File: src/rtl/cpu_pkg.sv
// cpu_pkg: shared definitions for the pipeline memory stage.
//   MEM_* : funct3 encodings of the load/store access size.
//   state_t : data-memory access FSM state.
//   is_misaligned() : size/offset alignment check.
package cpu_pkg;

  localparam logic [2:0] MEM_B  = 3'b000;
  localparam logic [2:0] MEM_H  = 3'b001;
  localparam logic [2:0] MEM_W  = 3'b010;
  localparam logic [2:0] MEM_BU = 3'b100;
  localparam logic [2:0] MEM_HU = 3'b101;

  typedef enum logic [1:0] {
    ST_IDLE = 2'd0,
    ST_REQ  = 2'd1,
    ST_WAIT = 2'd2
  } state_t;

  // Halfwords need an even address, words a multiple of four; bytes never fault.
  function automatic logic is_misaligned(input logic [2:0] op, input logic [1:0] off);
    logic r;
    r = 1'b0;
    if (op == MEM_H || op == MEM_HU) r = off[0];
    else if (op == MEM_W)            r = (off != 2'b00);
    return r;
  endfunction

endpackage

File: src/rtl/mem_access_stage_if.sv
// mem_access_stage_if: data-memory request/response bus.
//   req/we/addr/be/wdata : request, driven by the stage (master)
//   gnt                  : memory accepts the request this cycle
//   rvalid/rdata         : load response, one per granted load
// Handshake: a request is transferred on a cycle where req=1 and gnt=1.
// Once req rises it stays high with addr/be/wdata/we unchanged until gnt.
// A granted load is completed by exactly one rvalid cycle; no new request
// is issued until that response arrives, so at most one access is open.
interface mem_access_stage_if;
  logic        req;
  logic        we;
  logic [31:0] addr;
  logic [3:0]  be;
  logic [31:0] wdata;
  logic        gnt;
  logic        rvalid;
  logic [31:0] rdata;

  modport master (output req, we, addr, be, wdata, input gnt, rvalid, rdata);
  modport slave  (input req, we, addr, be, wdata, output gnt, rvalid, rdata);
endinterface

File: src/rtl/mem_access_stage_load_align.sv
// load_align: selects the addressed byte/halfword of a load data word and
// extends it to 32 bits.
//   rdata_i    : raw memory word
//   byte_off_i : address bits [1:0]
//   mem_op_i   : funct3 access size/sign
//   data_o     : extended load result
module load_align
  import cpu_pkg::*;
(
  input  logic [31:0] rdata_i,
  input  logic [1:0]  byte_off_i,
  input  logic [2:0]  mem_op_i,
  output logic [31:0] data_o
);

  logic [31:0] shifted;

  // Bring the addressed lane down to bit 0; a word access has offset 0.
  assign shifted = rdata_i >> {byte_off_i, 3'b000};

  always_comb begin
    data_o = shifted;
    case (mem_op_i)
      MEM_B:   data_o = {{24{shifted[7]}}, shifted[7:0]};
      MEM_H:   data_o = {{16{shifted[15]}}, shifted[15:0]};
      MEM_BU:  data_o = {24'd0, shifted[7:0]};
      MEM_HU:  data_o = {16'd0, shifted[15:0]};
      default: data_o = shifted;
    endcase
  end

endmodule

File: src/rtl/mem_access_stage.sv
// mem_access_stage: MEM stage of the 5-stage pipeline.
//   clk, rst_n      : clock, asynchronous active-low reset
//   EX_*            : EX/MEM register outputs (access type, address, data, WB info)
//   dmem            : data-memory bus (master side)
//   MEM_stall_o     : hold PC, IF/ID, ID/EX, EX/MEM while an access is open
//   MEM_misalign_o  : registered one-cycle misaligned-access flag
//   MEM_fwd_data_o  : EX ALU result for forwarding (combinational)
//   MEM_*_o         : MEM/WB pipeline register
//   state_o         : access FSM state (debug)
module mem_access_stage
  import cpu_pkg::*;
#(
  parameter int DATA_WIDTH = 32
) (
  input  logic                  clk,
  input  logic                  rst_n,
  input  logic                  EX_RD_mem_i,
  input  logic                  EX_WR_mem_i,
  input  logic [3:0]            EX_mem_op_i,
  input  logic [DATA_WIDTH-1:0] EX_alu_result_i,
  input  logic [DATA_WIDTH-1:0] EX_rs2_data_i,
  input  logic [4:0]            EX_rd_add_i,
  input  logic                  EX_regwrite_i,
  input  logic [1:0]            EX_sel_to_reg_i,
  input  logic [DATA_WIDTH-1:0] EX_pc_i,
  mem_access_stage_if.master    dmem,
  output logic                  MEM_stall_o,
  output logic                  MEM_misalign_o,
  output logic [DATA_WIDTH-1:0] MEM_fwd_data_o,
  output logic [4:0]            MEM_rd_add_o,
  output logic                  MEM_regwrite_o,
  output logic [1:0]            MEM_sel_to_reg_o,
  output logic [DATA_WIDTH-1:0] MEM_pc_o,
  output logic [DATA_WIDTH-1:0] MEM_alu_result_o,
  output logic [DATA_WIDTH-1:0] MEM_load_data_o,
  output state_t                state_o
);

  state_t      state;
  logic [2:0]  op;
  logic [1:0]  off;
  logic        acc, misalign, aligned_acc, is_store;
  logic        req_core, load_done;
  logic [31:0] load_ext;
  logic        unused_op_bit;

  assign op            = EX_mem_op_i[2:0];
  assign unused_op_bit = EX_mem_op_i[3];
  assign off           = EX_alu_result_i[1:0];
  assign acc           = EX_RD_mem_i | EX_WR_mem_i;
  assign misalign      = acc & is_misaligned(op, off);
  assign aligned_acc   = acc & ~misalign;
  assign is_store      = EX_WR_mem_i;
  assign req_core      = aligned_acc & (state != ST_WAIT);
  assign load_done     = (state == ST_WAIT) & dmem.rvalid;

  // Request and stall are combinational; gating with rst_n keeps both low
  // while reset is held even though the upstream access may still be present.
  assign dmem.req    = rst_n & req_core;
  assign dmem.we     = is_store;
  assign dmem.addr   = {EX_alu_result_i[31:2], 2'b00};
  assign MEM_stall_o = rst_n & aligned_acc
                     & ~((state != ST_WAIT) & is_store & dmem.gnt)
                     & ~load_done;

  assign MEM_fwd_data_o = EX_alu_result_i;
  assign state_o        = state;

  // Store lanes: the inverse of the load extraction, replicating the data
  // so the enabled lane always carries the right bytes.
  always_comb begin
    dmem.be    = 4'b1111;
    dmem.wdata = EX_rs2_data_i;
    case (op)
      MEM_B: begin
        dmem.be    = 4'b0001 << off;
        dmem.wdata = {4{EX_rs2_data_i[7:0]}};
      end
      MEM_H: begin
        dmem.be    = 4'b0011 << off;
        dmem.wdata = {2{EX_rs2_data_i[15:0]}};
      end
      default: begin
        dmem.be    = 4'b1111;
        dmem.wdata = EX_rs2_data_i;
      end
    endcase
  end

  load_align u_load_align (
    .rdata_i    (dmem.rdata),
    .byte_off_i (off),
    .mem_op_i   (op),
    .data_o     (load_ext)
  );

  always_ff @(posedge clk or negedge rst_n) begin
    if (!rst_n) begin
      state            <= ST_IDLE;
      MEM_misalign_o   <= 1'b0;
      MEM_rd_add_o     <= '0;
      MEM_regwrite_o   <= 1'b0;
      MEM_sel_to_reg_o <= '0;
      MEM_pc_o         <= '0;
      MEM_alu_result_o <= '0;
      MEM_load_data_o  <= '0;
    end else begin
      case (state)
        ST_IDLE, ST_REQ: begin
          if (req_core) begin
            if (dmem.gnt) state <= is_store ? ST_IDLE : ST_WAIT;
            else          state <= ST_REQ;
          end else begin
            state <= ST_IDLE;
          end
        end
        ST_WAIT: if (dmem.rvalid) state <= ST_IDLE;
        default: state <= ST_IDLE;
      endcase

      MEM_misalign_o <= misalign;

      if (!MEM_stall_o) begin
        MEM_rd_add_o     <= EX_rd_add_i;
        MEM_regwrite_o   <= EX_regwrite_i & ~misalign;
        MEM_sel_to_reg_o <= EX_sel_to_reg_i;
        MEM_pc_o         <= EX_pc_i;
        MEM_alu_result_o <= EX_alu_result_i;
        MEM_load_data_o  <= load_done ? load_ext : '0;
      end else begin
        // Bubble: nothing retires while the access is open.
        MEM_rd_add_o   <= '0;
        MEM_regwrite_o <= 1'b0;
      end
    end
  end

endmodule

File: src/flat_wrapper.sv
// flat-port wrapper written by rule: the top's interface ports become plain ports
module mem_access_stage_flat import cpu_pkg::*;
#(
  parameter int DATA_WIDTH = 32
)
  (clk, rst_n, EX_RD_mem_i, EX_WR_mem_i, EX_mem_op_i, EX_alu_result_i, EX_rs2_data_i, EX_rd_add_i, EX_regwrite_i, EX_sel_to_reg_i, EX_pc_i, MEM_stall_o, MEM_misalign_o, MEM_fwd_data_o, MEM_rd_add_o, MEM_regwrite_o, MEM_sel_to_reg_o, MEM_pc_o, MEM_alu_result_o, MEM_load_data_o, state_o, dmem_req, dmem_we, dmem_addr, dmem_be, dmem_wdata, dmem_gnt, dmem_rvalid, dmem_rdata);
  mem_access_stage_if dmem_i ();
  input  logic clk;
  input  logic rst_n;
  input  logic EX_RD_mem_i;
  input  logic EX_WR_mem_i;
  input  logic [3:0] EX_mem_op_i;
  input  logic [DATA_WIDTH-1:0] EX_alu_result_i;
  input  logic [DATA_WIDTH-1:0] EX_rs2_data_i;
  input  logic [4:0] EX_rd_add_i;
  input  logic EX_regwrite_i;
  input  logic [1:0] EX_sel_to_reg_i;
  input  logic [DATA_WIDTH-1:0] EX_pc_i;
  output logic MEM_stall_o;
  output logic MEM_misalign_o;
  output logic [DATA_WIDTH-1:0] MEM_fwd_data_o;
  output logic [4:0] MEM_rd_add_o;
  output logic MEM_regwrite_o;
  output logic [1:0] MEM_sel_to_reg_o;
  output logic [DATA_WIDTH-1:0] MEM_pc_o;
  output logic [DATA_WIDTH-1:0] MEM_alu_result_o;
  output logic [DATA_WIDTH-1:0] MEM_load_data_o;
  output state_t state_o;
  output wire logic [$bits(dmem_i.req)-1:0] dmem_req;
  output wire logic [$bits(dmem_i.we)-1:0] dmem_we;
  output wire logic [$bits(dmem_i.addr)-1:0] dmem_addr;
  output wire logic [$bits(dmem_i.be)-1:0] dmem_be;
  output wire logic [$bits(dmem_i.wdata)-1:0] dmem_wdata;
  input wire logic [$bits(dmem_i.gnt)-1:0] dmem_gnt;
  input wire logic [$bits(dmem_i.rvalid)-1:0] dmem_rvalid;
  input wire logic [$bits(dmem_i.rdata)-1:0] dmem_rdata;
  assign dmem_req = dmem_i.req;
  assign dmem_we = dmem_i.we;
  assign dmem_addr = dmem_i.addr;
  assign dmem_be = dmem_i.be;
  assign dmem_wdata = dmem_i.wdata;
  assign dmem_i.gnt = dmem_gnt;
  assign dmem_i.rvalid = dmem_rvalid;
  assign dmem_i.rdata = dmem_rdata;
  mem_access_stage #(.DATA_WIDTH(DATA_WIDTH)) u_core (.clk(clk), .rst_n(rst_n), .EX_RD_mem_i(EX_RD_mem_i), .EX_WR_mem_i(EX_WR_mem_i), .EX_mem_op_i(EX_mem_op_i), .EX_alu_result_i(EX_alu_result_i), .EX_rs2_data_i(EX_rs2_data_i), .EX_rd_add_i(EX_rd_add_i), .EX_regwrite_i(EX_regwrite_i), .EX_sel_to_reg_i(EX_sel_to_reg_i), .EX_pc_i(EX_pc_i), .dmem(dmem_i), .MEM_stall_o(MEM_stall_o), .MEM_misalign_o(MEM_misalign_o), .MEM_fwd_data_o(MEM_fwd_data_o), .MEM_rd_add_o(MEM_rd_add_o), .MEM_regwrite_o(MEM_regwrite_o), .MEM_sel_to_reg_o(MEM_sel_to_reg_o), .MEM_pc_o(MEM_pc_o), .MEM_alu_result_o(MEM_alu_result_o), .MEM_load_data_o(MEM_load_data_o), .state_o(state_o));
endmodule
File: config.mk
export PLATFORM = sky130hd
export DESIGN_NAME = mem_access_stage_flat
export DESIGN_NICKNAME = d
export VERILOG_FILES = /design/src/rtl/cpu_pkg.sv /design/src/rtl/mem_access_stage_if.sv /design/src/rtl/mem_access_stage_load_align.sv /design/src/rtl/mem_access_stage.sv /design/src/flat_wrapper.sv
export SDC_FILE = /design/constraint.sdc
export NUM_CORES = 1
export LEC_CHECK = 0
export CAP_MARGIN = 20
export CORE_AREA = 2 2 140 142
export CTS_BUF_LIST = sky130_fd_sc_hd__clkbuf_4 sky130_fd_sc_hd__clkbuf_8 sky130_fd_sc_hd__clkbuf_16
export DETAILED_ROUTE_END_ITERATION = 10
export DIE_AREA = 0 0 142 144
export PLACE_DENSITY = 0.66
export SLEW_MARGIN = 40
export SYNTH_ARGS = -nofsm -noshare
export SYNTH_HDL_FRONTEND = slang
export SYNTH_SLANG_ARGS = --single-unit
File: constraint.sdc
create_clock -name clk -period 5.2 [get_ports clk]
set_input_delay 0.78 -clock clk [delete_from_list [all_inputs] [get_ports clk]]
set_output_delay 0.78 -clock clk [all_outputs]
set_load 0.05 [all_outputs]
# --- Word-level counts from Yosys, hierarchy flattened ---
# Cells that the tools add are included.
classes:
  reduce_logical: 5
  n_div: 0
  n_addsub: 0
  n_mux: 13
  shift: 3
  order_cmp: 0
  multipliers: 0
  n_bitwise: 15
  n_eq_ne: 8
ops:
  columns: ["cell", "n"]
  rows:
  - ["$pmux 32 s4", 1]
  - ["$pmux 32 s2", 1]
  - ["$mux 32", 1]
  - ["$shr 32x5->32", 1]
  - ["$and 1x1->1", 11]
  - ["$mux 2", 4]
  - ["$pmux 4 s2", 1]
  - ["$eq 3x3->1 const B", 2]
  - ["$mux 5", 1]
  - ["$ne 2x2->1 const B", 2]
  - ["$pmux 2 s2", 1]
  - ["$shl 1x2->4 const A", 1]
  - ["$shl 2x2->4 const A", 1]
  - ["$eq 3x1->1 const B", 1]
  - ["$eq 3x2->1 const B", 1]
  - ["$logic_not 3->1", 1]
  - ["$mux 1", 3]
  - ["$not 1->1", 3]
  - ["$eq 2x1->1 const B", 1]
  - ["$eq 2x2->1 const B", 1]
  - ["$logic_not 2->1", 1]
  - ["$reduce_bool 2->1", 1]
  - ["$reduce_or 2->1", 1]
  - ["$logic_or 1x1->1", 1]
  - ["$or 1x1->1", 1]
word_totals:
  wordCells: 52
  reg_bits: 107
  mem_bits_ro: 0
  in_bits: 146
  memories: 0
  latch_bits: 0
  ram_bits: 0
  out_inout_bits: 210

# --- Longest topological paths before layout ---
logic_depth:
  ltp_word: 10
  depth_mapped: 8

# --- By module ---
# From an unflattened synthesis, not the netlist that was laid out.
unflattened:
  cells_unflattened: 477
  hier_area_um2: 5569.1
by_module_without_submodules:
  columns: ["mod", "area_per_inst_um2", "cells_per_inst", "instances"]
  rows:
  - ["mem_access_stage", 4874.7, 370, 1]
  - ["load_align", 694.4, 107, 1]

# --- Least setup slack after synthesis ---
# No wires, ideal clock.
synth_timing:
  path_kind: "input to output"
  from: "input port EX_alu_result_i[0]"
  to: "output port dmem_be[1]"
  required_time_ns: 4.420
  path_buffers: 3
  path_slack_ns: 1.801
  stages: 5
  t_arrival_ns: 2.619
  path_cell_list: "buf_2 buf_2 buf_1 nor2_1 o21ai_0"
synth_via:
  elab_chain_len: 2
  elab_cells_between_ends: 3
synth_rtl:
  columns: ["item", "line", "rtl"]
  rows:
  - ["start: declaration", "flat_wrapper.sv:13", "input logic [DATA_WIDTH-1:0] EX_alu_result_i;"]
  - ["$shl 2x2->4 or $shl 1x2->4 (tied branches)", "mem_access_stage.sv:80, mem_access_stage.sv:76", null]
  - ["$pmux 4 s2 (*)", "mem_access_stage.sv:74", "case (op)"]
  - ["end: declaration", "flat_wrapper.sv:32", "output wire logic [$bits(dmem_i.be)-1:0] dmem_be;"]
# Every way passes the cells marked *; elsewhere a longest branch is shown, timed or not.

# --- Worst setup path in the final report ---
layout_timing:
  from: "input port EX_mem_op_i[0]"
  to: "output port dmem_wdata[9]"
layout_via:
  elab_chain_len: 2
  elab_cells_between_ends: 3
layout_rtl:
  columns: ["item", "line", "rtl"]
  rows:
  - ["start: declaration", "flat_wrapper.sv:12", "input logic [3:0] EX_mem_op_i;"]
  - ["$eq 3x1->1 or $logic_not 3->1 (tied branches)", "mem_access_stage.sv:74", null]
  - ["$pmux 32 s2 (*)", "mem_access_stage.sv:74", null]
  - ["end: declaration", "flat_wrapper.sv:33", "output wire logic [$bits(dmem_i.wdata)-1:0] dmem_wdata;"]
# Marked as above.

==> impl_results.md <==
* Starting DRT DRC Count at 181
* Fmax at 0.2524 GHz
* Maximum clock insertion buffer count at 2
* Count leader, synth: dfrtp_1
* Crit path DAT at 3180 ps
* Final ANT Viol Nets at 0
* RSZ-0062 raised after global routing: false
* Met2 Track Usage GR at 0.3061
* CP delay by family, top: buffers and inverters
* Max-cap violations at 0
* Sw frac at 0.3668
* Fraction of layout cells with a size suffix above 1 at 0.1528
* FFs w/ async S/R, synth at 1.000
* Worst-path clk slew at 70 ps
* Slowest CP cell: clkdlybuf4s50_1
* CP required at 4420 ps
* Worst Path Buf+Inv at 3
* Sw Pwr at 0.9679 mW
* Setup_tns at 0 ps
* Power share of the clock group at 0.271
* Critical path, cell by cell: clkdlybuf4s50_1 -> buf_4 -> nor3_2 -> mux2_2 -> clkdlybuf4s50_1
* CTS tree: built
* R2R depth at 5
* Crit Path Max Fanout at 18
* Via Count at 4551
* Cts bufs inserted at 9
* Worst R2R Setup Slack at 2640 ps
* Drt wl/cell at 18.15 um
* Reg power frac at 0.354
* Die width at 142 um
* Busiest grt layer: met2
* Pin count of the biggest net entering global routing at 60
* Hold EP: u_core.MEM_load_data_o[3]
* Gate power share at 0.375
* DR vias/cell at 4.687
* Clock Tree Root: clkbuf_16
* Cells after Synth at 457
* Setup violations, final at 0
* Overall Power at 2.639 mW
* R2R Path Start: u_core.state_o[0]
* Synthesized area per cell at 12.08 um2
* CP Launch Type: input port
* Die area at 0.02045 mm2
* Post-Route WL at 17620 um
* Clock latency on the worst-skew pair at 350 ps
* CP peak stage delay at 700 ps
* I/O Pins at 356
* DRC viols at 0
* Final period utilization at 0.7619
* First-pass GRT wire length at 25940 um
* Min Tclk post-route at 3962 ps
* Syn-to-layout area delta at 63.95%
* Slew of the pin with the lowest slew margin at 778.1 ps
* # hold bufs at CTS at 0
* Crit Reg-Reg Endpoint: u_core.MEM_load_data_o[24]
* CTS sink count at 107
* Synth Cell Area at 0.005519 mm2
* Final Wtd Congestion at 0.8447
* DRT Pass-1 Iters at 4
* FF+latch count, synth at 107
* DIE HEIGHT at 144 um
* Yosys Warn Count at 0
* Crit path kind: in -> out
* Rel. slew slack at 0.4785
* Clock Skew at 5.342 ps
* Min-Delay Path Class: reg -> reg
* Critical path endpoint category: output port
* Starting Density at 0.2893
* Post-CTS Resized at 0
* Placeable Area at 0.01908 mm2
* Dpl hpwl at 13870 um
* Min-delay src: u_core.MEM_load_data_o[3]
* Synth unique cells at 37
* Top cells by area, synth: dfrtp_1 49%, mux2_2 15%, buf_4 10%
* Fillers at 1689
* Global route total overflow at 0
* Initial antenna violation count at 0
* Hold Path Cell Cnt at 1
* Fin. Hold Viols at 0
* Input/output buffers at 352
* Vias in the first global route at 4579
* H-Tree Depth at 3
* Met1 Usage GRT at 0.1920
* Synth Flop Type: dfrtp_1
* All-Layer GR Usage at 0.1673
* Row cnt at 51
* Slew Limit Fails at 0
* Post-synth EDFFs at 0
* Final net count at 874
* Ant. Diodes at 0
* Sequential fraction of the synthesis area at 0.4852
* Leak at 3.658 nW
* CP most frequent cell: clkdlybuf4s50_1
* Worst vdd ir at 0.0001352 V
* Status: finished, final reports clean
* Setup Buffers After CTS at 0
* PwrDens at 291.7 mW/mm2
* GR Util met3 at 0.03841
* Cell-internal power at 1.671 mW
* Top-area cell type share of the netlist area at 0.4852
* Most frequent cells after synthesis: 107 x dfrtp_1, 76 x buf_4, 74 x mux2_2, 24 x mux2i_1, 23 x a21oi_1
* Synth area leader: dfrtp_1
[worst max-delay path by stage]
| stage | slack (ps) | to | cells after the start | from |
|---|---|---|---|---|
| 2_1_floorplan | 1800 | dmem_be[1] | 5 | EX_alu_result_i[0] |
| 3_3_place_gp | 1220 | dmem_wdata[9] | 5 | EX_mem_op_i[0] |
| 3_5_place_dp | 1200 | dmem_wdata[9] | 5 | EX_mem_op_i[0] |
| 4_1_cts | 1190 | dmem_wdata[9] | 5 | EX_mem_op_i[0] |
| 5_1_grt | 1110 | dmem_wdata[14] | 5 | EX_mem_op_i[0] |
| 6_report | 1240 | dmem_wdata[9] | 5 | EX_mem_op_i[0] |
[state kept, by name, indices dropped and copies added (netlist names)]
signal                   flops
u_core.MEM_regwrite_o        1
u_core.MEM_rd_add_o          5
u_core.MEM_misalign_o        1
u_core.MEM_sel_to_reg_o      2
u_core.MEM_alu_result_o     32
u_core.MEM_pc_o             32
u_core.state_o               2
u_core.MEM_load_data_o      32
[layout by cell type (no fill, tap or decap), types with 4 or more instances in the layout]
master           instances
buf_4                    9
nor2_1                  20
a21oi_1                 23
clkbuf_16                9
nand2_1                  4
nor2b_1                  7
o2bb2ai_1               16
mux2_2                  74
o21ai_0                 13
a221o_1                 16
mux2i_1                 24
nand3b_1                10
mux2_1                  16
clkdlybuf4s50_1        349
dfrtp_1                107
[power by group through the flow]
stage	registers (mW)	logic (mW)	clock network (mW)
after global routing	0.943	1.04	0.778
after detailed placement	0.951	0.998	0
final	0.934	0.989	0.716
after floorplan	1.19	0.383	0
after CTS	0.935	1.00	0.745
after global placement	0.947	0.990	0
[logic make-up after synthesis]
family                 count (synthesis)  share of synthesized area
muxes                                115                     0.2312
DFF                                  107                     0.4852
buffers and inverters                104                     0.1272
AOI/OAI and AO/OA                     75                    0.09794
and+or+nand+nor                       55                    0.05781
other                                  1                  0.0006795
[routing by layer]
| metal | vias up | share of wire |
|---|---|---|
| li1 | 2106 | - |
| met1 | 2200 | 0.38 |
| met2 | 224 | 0.53 |
| met3 | 21 | 0.068 |
| met4 | 0 | 0.019 |
| met5 | - | 0 |
[final cells by class]
class	count	area, um2	share of cell area
multi-input cells	247	2150	0.2376
flip-flops and latches	107	2678	0.2959
repair buffers	362	3608	0.3988
well taps	238	297.8	0.03291
inverters	1	3.754	0.0004148
clock inverters	6	72.57	0.008020
clock buffers	10	239.0	0.02641
[metrics by stage]
step | setup slack, ps | instances | area [um2] | hold WS (ps) | util
final | 1238 | 971 | 9049 | 487.4 | 0.4743
after global routing | 1105 | 971 | 9049 | 505.2 | 0.4743
after CTS | 1193 | 971 | 9045 | 497.6 | 0.4741
after detailed placement | 1199 | 955 | 8733 | 475.5 | 0.4577
after global placement | 1221 | 954 | 8722 | 472.3 | 0.4571
after floorplan | 1801 | 458 | 5523 | 484.4 | -
Power figures use the tool's default switching activity.
